## config.mk

```make
export PLATFORM = sky130hd
export DESIGN_NAME = lfsr_sequence_generator_flat
export DESIGN_NICKNAME = d
export VERILOG_FILES = /design/src/rtl/lfsr_sequence_generator_if.sv /design/src/rtl/lfsr_sequence_generator.sv /design/src/flat_wrapper.sv
export SDC_FILE = /design/constraint.sdc
export NUM_CORES = 1
export LEC_CHECK = 0
export ABC_AREA = 1
export BUFFER_PORTS_ARGS = -buffer_cell sky130_fd_sc_hd__clkbuf_2
export CAP_MARGIN = 20
export CORE_ASPECT_RATIO = 1.25
export CORE_MARGIN = 4
export CORE_UTILIZATION = 55
export DETAILED_ROUTE_END_ITERATION = 16
export PLACE_DENSITY = 0.74
export SYNTH_ARGS = -nofsm -noshare
export SYNTH_HDL_FRONTEND = slang
export SYNTH_SLANG_ARGS = --single-unit
```

## constraint.sdc

```tcl
create_clock -name clk -period 2.25 [get_ports clk]
set_input_delay 0.1125 -clock clk [delete_from_list [all_inputs] [get_ports clk]]
set_output_delay 0.1125 -clock clk [all_outputs]
set_load 0.02 [all_outputs]
```

## src/rtl/lfsr_sequence_generator_if.sv

```systemverilog
// Control/status bundle between a Simon-style game FSM and its
// pseudo-random symbol sequence source.
interface lfsr_sequence_generator_if #(
    parameter int NUM_SYMBOLS = 2,
    parameter int SYM_BITS    = 1,
    parameter int LEN_BITS    = 8
);
    // Strobes issued by the game FSM
    logic                   randomize_seed;
    logic                   start_over;
    logic                   next;
    logic                   extend;

    // Symbol and round status returned by the generator
    logic [NUM_SYMBOLS-1:0] seq;
    logic [SYM_BITS-1:0]    sym_idx;
    logic [LEN_BITS-1:0]    pos;
    logic [LEN_BITS-1:0]    length;
    logic                   last;
    logic                   full;

    modport master (
        output randomize_seed, start_over, next, extend,
        input  seq, sym_idx, pos, length, last, full
    );

    modport slave (
        input  randomize_seed, start_over, next, extend,
        output seq, sym_idx, pos, length, last, full
    );
endinterface

```

## src/rtl/lfsr_sequence_generator.sv

```systemverilog
// Pseudo-random symbol sequence source for N-button Simon-style games.
// A free-running LFSR provides seeds; a second LFSR replays a deterministic
// sequence from the captured seed while round length and replay position
// are tracked here so the game FSM only issues strobes.
module lfsr_sequence_generator #(
    parameter int                    LFSR_WIDTH  = 18,
    parameter logic [LFSR_WIDTH-1:0] TAPS        = 18'h20400,
    parameter logic [LFSR_WIDTH-1:0] INIT        = 18'h26AD7,
    parameter int                    NUM_SYMBOLS = 2,
    parameter int                    SYM_BITS    = 1,
    parameter int                    MAX_LEN     = 32,
    parameter int                    LEN_BITS    = 8
) (
    input logic                      clk,
    input logic                      rst,
    lfsr_sequence_generator_if.slave bus
);

    localparam logic [LEN_BITS-1:0] MAX_LEN_V = LEN_BITS'(MAX_LEN);
    localparam logic [LEN_BITS-1:0] ONE_V     = LEN_BITS'(1);
    localparam logic [SYM_BITS:0]   NUM_SYM_V = (SYM_BITS + 1)'(NUM_SYMBOLS);

    logic [LFSR_WIDTH-1:0] counter;
    logic [LFSR_WIDTH-1:0] seed;
    logic [LFSR_WIDTH-1:0] current;
    logic [LEN_BITS-1:0]   pos;
    logic [LEN_BITS-1:0]   length;
    logic                  last;
    logic                  full;
    logic [SYM_BITS-1:0]   raw;
    logic [SYM_BITS-1:0]   sym_idx;

    // One Fibonacci step: shift left, feedback is the parity of tapped bits.
    function automatic logic [LFSR_WIDTH-1:0] lfsr_step(input logic [LFSR_WIDTH-1:0] state);
        return {state[LFSR_WIDTH-2:0], ^(state & TAPS)};
    endfunction

    // Advance by SYM_BITS steps so every symbol is built from fresh bits.
    function automatic logic [LFSR_WIDTH-1:0] lfsr_advance(input logic [LFSR_WIDTH-1:0] state);
        logic [LFSR_WIDTH-1:0] s;
        s = state;
        for (int i = 0; i < SYM_BITS; i++) begin
            s = lfsr_step(s);
        end
        return s;
    endfunction

    // Free-running seed source; steps every cycle so the seed depends on when the player acts.
    always_ff @(posedge clk) begin
        if (rst) begin
            counter <= INIT;
        end else begin
            counter <= lfsr_step(counter);
        end
    end

    // Seed capture; an all-zero counter would lock the replay LFSR, so INIT is substituted.
    always_ff @(posedge clk) begin
        if (rst) begin
            seed <= INIT;
        end else if (bus.randomize_seed) begin
            seed <= (counter == '0) ? INIT : counter;
        end
    end

    // Replay state and position; start_over reads the pre-update seed, so a same-cycle randomize only affects later restarts.
    always_ff @(posedge clk) begin
        if (rst) begin
            current <= INIT;
            pos     <= '0;
        end else if (bus.start_over) begin
            current <= seed;
            pos     <= '0;
        end else if (bus.next && !last) begin
            current <= lfsr_advance(current);
            pos     <= pos + ONE_V;
        end
    end

    // Round length grows by one per extend and holds once the maximum is reached.
    always_ff @(posedge clk) begin
        if (rst) begin
            length <= ONE_V;
        end else if (bus.extend && !full) begin
            length <= length + ONE_V;
        end
    end

    assign last = (pos == length - ONE_V);
    assign full = (length == MAX_LEN_V);

    // Out-of-range raw codes fold back into range by subtracting NUM_SYMBOLS.
    assign raw     = current[SYM_BITS-1:0];
    assign sym_idx = ({1'b0, raw} >= NUM_SYM_V) ? raw - SYM_BITS'(NUM_SYMBOLS) : raw;

    assign bus.sym_idx = sym_idx;
    assign bus.seq     = NUM_SYMBOLS'(1) << sym_idx;
    assign bus.pos     = pos;
    assign bus.length  = length;
    assign bus.last    = last;
    assign bus.full    = full;

endmodule

```

## src/flat_wrapper.sv

```systemverilog
// flat-port wrapper written by rule: the top's interface ports become plain ports
module lfsr_sequence_generator_flat 
#(
    parameter int                    LFSR_WIDTH  = 18,
    parameter logic [LFSR_WIDTH-1:0] TAPS        = 18'h20400,
    parameter logic [LFSR_WIDTH-1:0] INIT        = 18'h26AD7,
    parameter int                    NUM_SYMBOLS = 2,
    parameter int                    SYM_BITS    = 1,
    parameter int                    MAX_LEN     = 32,
    parameter int                    LEN_BITS    = 8
)
  (clk, rst, bus_randomize_seed, bus_start_over, bus_next, bus_extend, bus_seq, bus_sym_idx, bus_pos, bus_length, bus_last, bus_full);
  lfsr_sequence_generator_if #(.NUM_SYMBOLS(NUM_SYMBOLS), .SYM_BITS(SYM_BITS), .LEN_BITS(LEN_BITS)) bus_i ();
  input logic clk;
  input logic rst;
  input wire logic [$bits(bus_i.randomize_seed)-1:0] bus_randomize_seed;
  input wire logic [$bits(bus_i.start_over)-1:0] bus_start_over;
  input wire logic [$bits(bus_i.next)-1:0] bus_next;
  input wire logic [$bits(bus_i.extend)-1:0] bus_extend;
  output wire logic [$bits(bus_i.seq)-1:0] bus_seq;
  output wire logic [$bits(bus_i.sym_idx)-1:0] bus_sym_idx;
  output wire logic [$bits(bus_i.pos)-1:0] bus_pos;
  output wire logic [$bits(bus_i.length)-1:0] bus_length;
  output wire logic [$bits(bus_i.last)-1:0] bus_last;
  output wire logic [$bits(bus_i.full)-1:0] bus_full;
  assign bus_i.randomize_seed = bus_randomize_seed;
  assign bus_i.start_over = bus_start_over;
  assign bus_i.next = bus_next;
  assign bus_i.extend = bus_extend;
  assign bus_seq = bus_i.seq;
  assign bus_sym_idx = bus_i.sym_idx;
  assign bus_pos = bus_i.pos;
  assign bus_length = bus_i.length;
  assign bus_last = bus_i.last;
  assign bus_full = bus_i.full;
  lfsr_sequence_generator #(.LFSR_WIDTH(LFSR_WIDTH), .TAPS(TAPS), .INIT(INIT), .NUM_SYMBOLS(NUM_SYMBOLS), .SYM_BITS(SYM_BITS), .MAX_LEN(MAX_LEN), .LEN_BITS(LEN_BITS)) u_core (.clk(clk), .rst(rst), .bus(bus_i));
endmodule
```

==> results of run 1 <==
-- how the worst min path moves through the flow --
stage | from | to | slack, ns | depth (start not counted)
4_1_cts | bus_next | u_core.bus.pos[2] | 0.12 | 3
3_5_place_dp | u_core.counter[3] | u_core.counter[4] | 0.43 | 2
2_1_floorplan | bus_next | u_core.bus.pos[2] | 0.28 | 2
6_report | bus_extend | u_core.bus.length[1] | 0.15 | 3
3_3_place_gp | u_core.counter[3] | u_core.counter[4] | 0.43 | 2
5_1_grt | bus_extend | u_core.bus.length[1] | 0.18 | 3
-- cells by family after synthesis --
kind of cell | after synthesis | share of synthesized area [%]
AOI/OAI and AO/OA | 47 | 8.33
xor gates and xnor gates | 12 | 3.38
adders and majority gates | 4 | 1.61
buffers and inverters | 63 | 9.30
DFF | 70 | 45.1
muxes | 7 | 2.25
and+or+nand+nor | 214 | 30.0
-- stage by stage --
step	setup slack [ns]	std cells
floorplan	0.123	417
global placement	0.163	495
detailed placement	0.0852	495
CTS	0.0613	511
global route	0.0109	511
finish	0.124	511
-- routing by layer --
metal | vias up | wire length (um) | part of all wire (%) | GRT usage (%)
li1 | 1389 | - | - | -
met3 | 9 | 293 | 4.4 | 4.71
met5 | - | 0 | 0 | 0
met2 | 51 | 3290 | 50 | 35.0
met1 | 1214 | 2860 | 43 | 23.8
met4 | 0 | 155 | 2.3 | 9.77
-- worst max-delay path: stages (launching register included) --
cell and delay (ns):
dfxtp_2 0.35, inv_1 0.09, ha_1 0.32, xor2_1 0.15
nand3_1 0.09, nor2_1 0.11, nand2_1 0.07, nor2_2 0.15
nand2_4 0.12, inv_1 0.07, clkbuf_2 0.16
-- power by group through the flow --
| stage | Sequential, mW | Clock [mW] | Combinational (mW) |
|---|---|---|---|
| 3_3_place_gp | 1.40 | 0 | 0.366 |
| 2_1_floorplan | 1.40 | 0 | 0.297 |
| 4_1_cts | 1.37 | 1.35 | 0.377 |
| 3_5_place_dp | 1.40 | 0 | 0.375 |
| 5_1_grt | 1.38 | 1.42 | 0.441 |
| 6_report | 1.37 | 1.34 | 0.388 |
-- flip-flops by register name (all words and copies together) (netlist names) --
| register | cells |
|---|---|
| u_core.bus.length | 8 |
| u_core.seed | 18 |
| u_core.counter | 18 |
| u_core.bus.pos | 8 |
| u_core.current | 18 |
-- Yosys cell counts (all sizes together) --
master,instances
xor2,10
nor2,43
inv,41
buf,9
o22ai,7
nand2,111
o21ai,16
and3,1
xnor2,2
or2,2
nor3,6
nor3b,1
mux2i,7
ha,4
clkinv,2
nand3,43
nand4,4
o32ai,4
clkbuf,11
dfxtp,70
a21oi,20
nor4,3
-- cells in the final DEF (no fill, tap or decap), types with 4 or more instances in the layout --
cell type	n
ha_1	4
o22ai_1	7
a21oi_1	20
mux2i_1	7
nand4_1	4
buf_4	8
o32ai_1	4
nor3_1	6
o21ai_0	15
nand3_1	41
clkbuf_8	9
nor2_1	40
xor2_1	10
inv_1	39
nand2_1	105
bufinv_16	4
clkbuf_2	26
dfxtp_1	69
-- area by class of cell --
class	instances	area share [%]
Tap cell	64	2.26
Clock inverter	7	4.09
Multi-Input combinational cell	284	40.6
Timing Repair Buffer	34	5.36
Inverter	43	4.69
Clock buffer	9	3.49
Sequential cell	70	39.5
==> flow_metrics.tcl, run 1 <==
set metrics [dict create \
    status "finished, final reports clean" \
    core-area_sq_um 5440 \
    grt_pass1_vias 2423 \
    cts_tree "done" \
    maxCapViolCount 0 \
    fp-row-count 30 \
    fin_skew_ns 0.0103 \
    dpl-instance-area_sq_um 3260 \
    antenna_left 0 \
    sw_frac_of_total_pct 25.4 \
    crit_start "u_core.bus.length[1]" \
    worstSkewPairLatency_ns 0.34 \
    ys_warn_count 0 \
    synth_top_area_share_pct 45.1 \
    p_total_mw 3.10 \
    cp.required_ns 2.14 \
    syn_area_per_cell_sq_um 7.45 \
    layout-drive-gt1-share_pct 15.0 \
    antenna_found_initial 0 \
    wl_um 6600 \
    crit_arrival_ns 2.01 \
    cts_inserted_buffers 9 \
    reg2reg_depth 13 \
    h-tree-depth 3 \
    tns_ns 0 \
    gp_congestion 0.925 \
    cts_buffer_depth 2 \
    grt-ovfl-total 0 \
    cts_setup_buffers 0 \
    drv_slew 0 \
    p_comb_share_pct 12.5 \
    period_needed_ns 2.13 \
    hold_path.class "input port to flip-flop" \
    total_leakage_power_nw 1.69 \
    initial_utilization_pct 57.1 \
    die_width_um 75.2 \
    setup.worst_path.start_class "flip-flop" \
    worst_pin_slew_ns 0.444 \
    seq_area_sq_um 1400 \
    num_vias 2663 \
    cts_sinks 70 \
    timing.rr.end "u_core.current[3]" \
    reg2reg_from "u_core.bus.length[1]" \
    multiInputGateArea_sq_um 1440 \
    power.density_nw_per_um2 873 \
    drc 0 \
    clkTransAtPathRegs_ns 0.07 \
    clockPowerShare_pct 43.3 \
    drtIter0Drc 77 \
    port_buffers 26 \
    cts_hold_buf 0 \
    ys_seq_area_share_pct 45.1 \
    setup_viol 0 \
    clockRootBuffer "clkbuf_8" \
    drtPass1Iterations 4 \
    r2r_slack_ns 0.23 \
    power.switching_mw 0.787 \
    die_h_um 92.0 \
    synthTopCellsByArea "dfxtp_1 (45%), nand2_1 (13%), nand3_1 (6.6%), nor2_1 (5.0%), inv_1 (4.7%)" \
    viasPerCell 5.21 \
    final_area_sq_um 3550 \
    crit_fanout 8 \
    ys_ff_latch 70 \
    synthesis.nets 427 \
    place_hpwl_um 4650 \
    crit_type "flip-flop to output port" \
    io_pins 27 \
    seq_power_share_pct 44.2 \
    hold_ws_ns 0.149 \
    syn_area_sq_um 3110 \
    cts_resized 0 \
    cellInternalPower_mw 2.31 \
    antennaDiodeCount 0 \
    gr-usage-all-layers_pct 20.6 \
    final_nets 452 \
    hold_viol 0 \
    endpoint_kind "output port" \
    wl_per_cell_um 12.9 \
    grt_max_degree 46 \
    n_fill_cell 494 \
    area_growth_pct 14.3 \
    min_period_over_period_pct 94.5 \
    synth_cell_type_count 34 \
    relSlewSlack_pct 70.1 \
    ir_worst_vdd_mv 0.500 \
    grt_setup_unrepaired "no" \
    crit_end "bus_last" \
    synth_top_cell_by_area "dfxtp_1" \
    syn-instance-count 417 \
    max_freq_mhz 470 \
    die_area_sq_um 6930 \
    final_core_util_pct 65.2 \
    grt_first_pass_wirelength_um 10800 \
]
(Power assumes the default switching activity.)
==> run 2, diff against run 1 <==
--- a/config.mk
+++ b/config.mk
@@ -11,6 +11,7 @@
 export CORE_ASPECT_RATIO = 1.25
 export CORE_MARGIN = 4
 export CORE_UTILIZATION = 55
+export CTS_CLUSTER_SIZE = 14
 export DETAILED_ROUTE_END_ITERATION = 16
 export PLACE_DENSITY = 0.74
 export SYNTH_ARGS = -nofsm -noshare
==> constraint.sdc (replaced) <==
create_clock -name clk -period 2.25 [get_ports clk]
set_input_delay 0.3375 -clock clk [delete_from_list [all_inputs] [get_ports clk]]
set_output_delay 0.3375 -clock clk [all_outputs]
set_load 0.02 [all_outputs]
==> flow_metrics.tcl, run 2 (same netlist as run 1, synthesis figures left out) <==
set metrics [dict create \
    status "finished, final reports clean" \
    maxCapViolCount 0 \
    reg2reg_from "u_core.bus.length[1]" \
    drtIter0Drc 83 \
    place_hpwl_um 4880 \
    viasPerCell 5.33 \
    antenna_left 0 \
    clockRootBuffer "clkbuf_8" \
    die_h_um 92.0 \
    multiInputGateArea_sq_um 1430 \
    crit_type "flip-flop to output port" \
    grt_setup_unrepaired "no" \
    timing.rr.end "u_core.current[10]" \
    r2r_slack_ns 0.23 \
    crit_arrival_ns 1.78 \
    crit_buf_inv 3 \
    antennaDiodeCount 0 \
    period_needed_ns 2.12 \
    cpPeakStageDelay_ns 0.36 \
    crit_start "u_core.bus.length[1]" \
    gr-usage-all-layers_pct 21.7 \
    grt_pass1_vias 2614 \
    setup_viol 0 \
    grt_util_met1_pct 23.7 \
    busiest_layer "met2" \
    die_width_um 75.2 \
    crit_fanout 5 \
    crit_end "bus_last" \
    most-common-layout-cells "nand2_1 (105), dfxtp_1 (67), nand3_1 (41), nor2_1 (41), inv_1 (37)" \
    top_regs "u_core.counter x18, u_core.current x18, u_core.seed x18" \
    fp-row-count 30 \
    relSlewSlack_pct 73.1 \
    power.density_nw_per_um2 777 \
    cts_buffer_depth 2 \
    n_fill_cell 510 \
    tns_ns 0 \
    num_vias 2736 \
    path_cells "inv_2 > ha_4 > xor2_1 > nand3_1 > nor2_1 > nand2_1 > nor2_2 > nand2_2 > inv_1 > buf_4" \
    area_growth_pct 12.4 \
    hold_path.class "input port to flip-flop" \
    hold_viol 0 \
    worst_pin_slew_ns 0.403 \
    reg2reg_depth 14 \
    gp_congestion 0.904 \
    dpl-instance-area_sq_um 3280 \
    seq_area_sq_um 1410 \
    layout-drive-gt1-share_pct 15.4 \
    total_leakage_power_nw 1.66 \
    grtUsageMet3_pct 4.61 \
    drv_slew 0 \
    min_period_over_period_pct 94.0 \
    fin_skew_ns 0.00668 \
    clkTransAtPathRegs_ns 0.07 \
    cts_tree "done" \
    cts_sinks 70 \
    final_nets 455 \
    initial_utilization_pct 57.1 \
    setup.worst_path.start_class "flip-flop" \
    critPathTopFamily "simple AND/OR/NAND/NOR gates" \
    cts_inserted_buffers 9 \
    grt_max_degree 40 \
    cp.required_ns 1.91 \
    final_core_util_pct 64.2 \
    grt-ovfl-total 0 \
    die_area_sq_um 6930 \
    port_buffers 26 \
    final_common_cell "nand2_1" \
    wl_per_cell_um 13.4 \
    wl_um 6850 \
    core-area_sq_um 5440 \
    ir_worst_vdd_mv 0.457 \
    max_freq_mhz 473 \
    endpoint_kind "output port" \
    met2_usage_pct 38.3 \
    drtPass1Iterations 4 \
    h-tree-depth 3 \
    io_pins 27 \
    drc 0 \
    final_area_sq_um 3490 \
    worstSkewPairLatency_ns 0.33 \
    cp.depth 10 \
    crit_slowest_cell "dfxtp_4" \
    cts_hold_buf 0 \
    grt_first_pass_wirelength_um 11500 \
    antenna_found_initial 0 \
]
[run 2: worst min-delay path by stage]
stage	to	from	slack, ns	cells past startpoint
after floorplan	u_core.counter[4]	u_core.counter[3]	0.40	2
after global placement	u_core.counter[4]	u_core.counter[3]	0.42	2
after detailed placement	u_core.counter[10]	u_core.counter[9]	0.43	2
after CTS	u_core.bus.pos[5]	bus_next	0.34	3
after global routing	u_core.bus.length[0]	rst	0.37	3
final	u_core.bus.length[0]	rst	0.35	3
[run 2: area by class of cell]
class	count	area share [%]
Clock buffer	14	4.37
Timing Repair Buffer	37	6.52
Multi-Input combinational cell	284	40.9
Tap cell	64	2.29
Clock inverter	1	0.859
Sequential cell	70	40.3
Inverter	43	4.76
[run 2: per-layer routing]
| layer | vias up | part of all wire [%] |
|---|---|---|
| met5 | - | 0 |
| met4 | 0 | 2.4 |
| met3 | 15 | 4.1 |
| met2 | 65 | 53 |
| met1 | 1266 | 40 |
| li1 | 1390 | - |
[run 2: repair_timing]
action	in CTS	in global routing
pin swaps	0	1
endpoints found under the setup margin	1	10
resized for setup	2	7
setup buffers	1	0
[run 2: tightest hold or removal path: stages]
cell	delay [ns]
clkbuf_2	0.09
clkinv_1	0.14
nand2_1	0.07
[run 2: report_power, final]
part / switching (mW) / internal, mW / leakage, nW
Combinational: 0.242 / 0.149 / 0.991
Sequential: 0.0546 / 1.32 / 0.579
Clock: 0.410 / 0.539 / 0.0908
Total: 0.707 / 2.01 / 1.66
[run 2: metrics by stage]
| stage | std cells | hold slack, ns | setup WS [ns] | total power [mW] |
|---|---|---|---|---|
| 2_1_floorplan | 417 | 0.403 | 0.123 | 1.70 |
| 3_3_place_gp | 497 | 0.422 | 0.237 | 1.77 |
| 3_5_place_dp | 497 | 0.433 | 0.173 | 1.78 |
| 4_1_cts | 513 | 0.342 | 0.0135 | 2.74 |
| 5_1_grt | 513 | 0.369 | 0.000526 | 2.87 |
| 6_report | 513 | 0.347 | 0.134 | 2.72 |
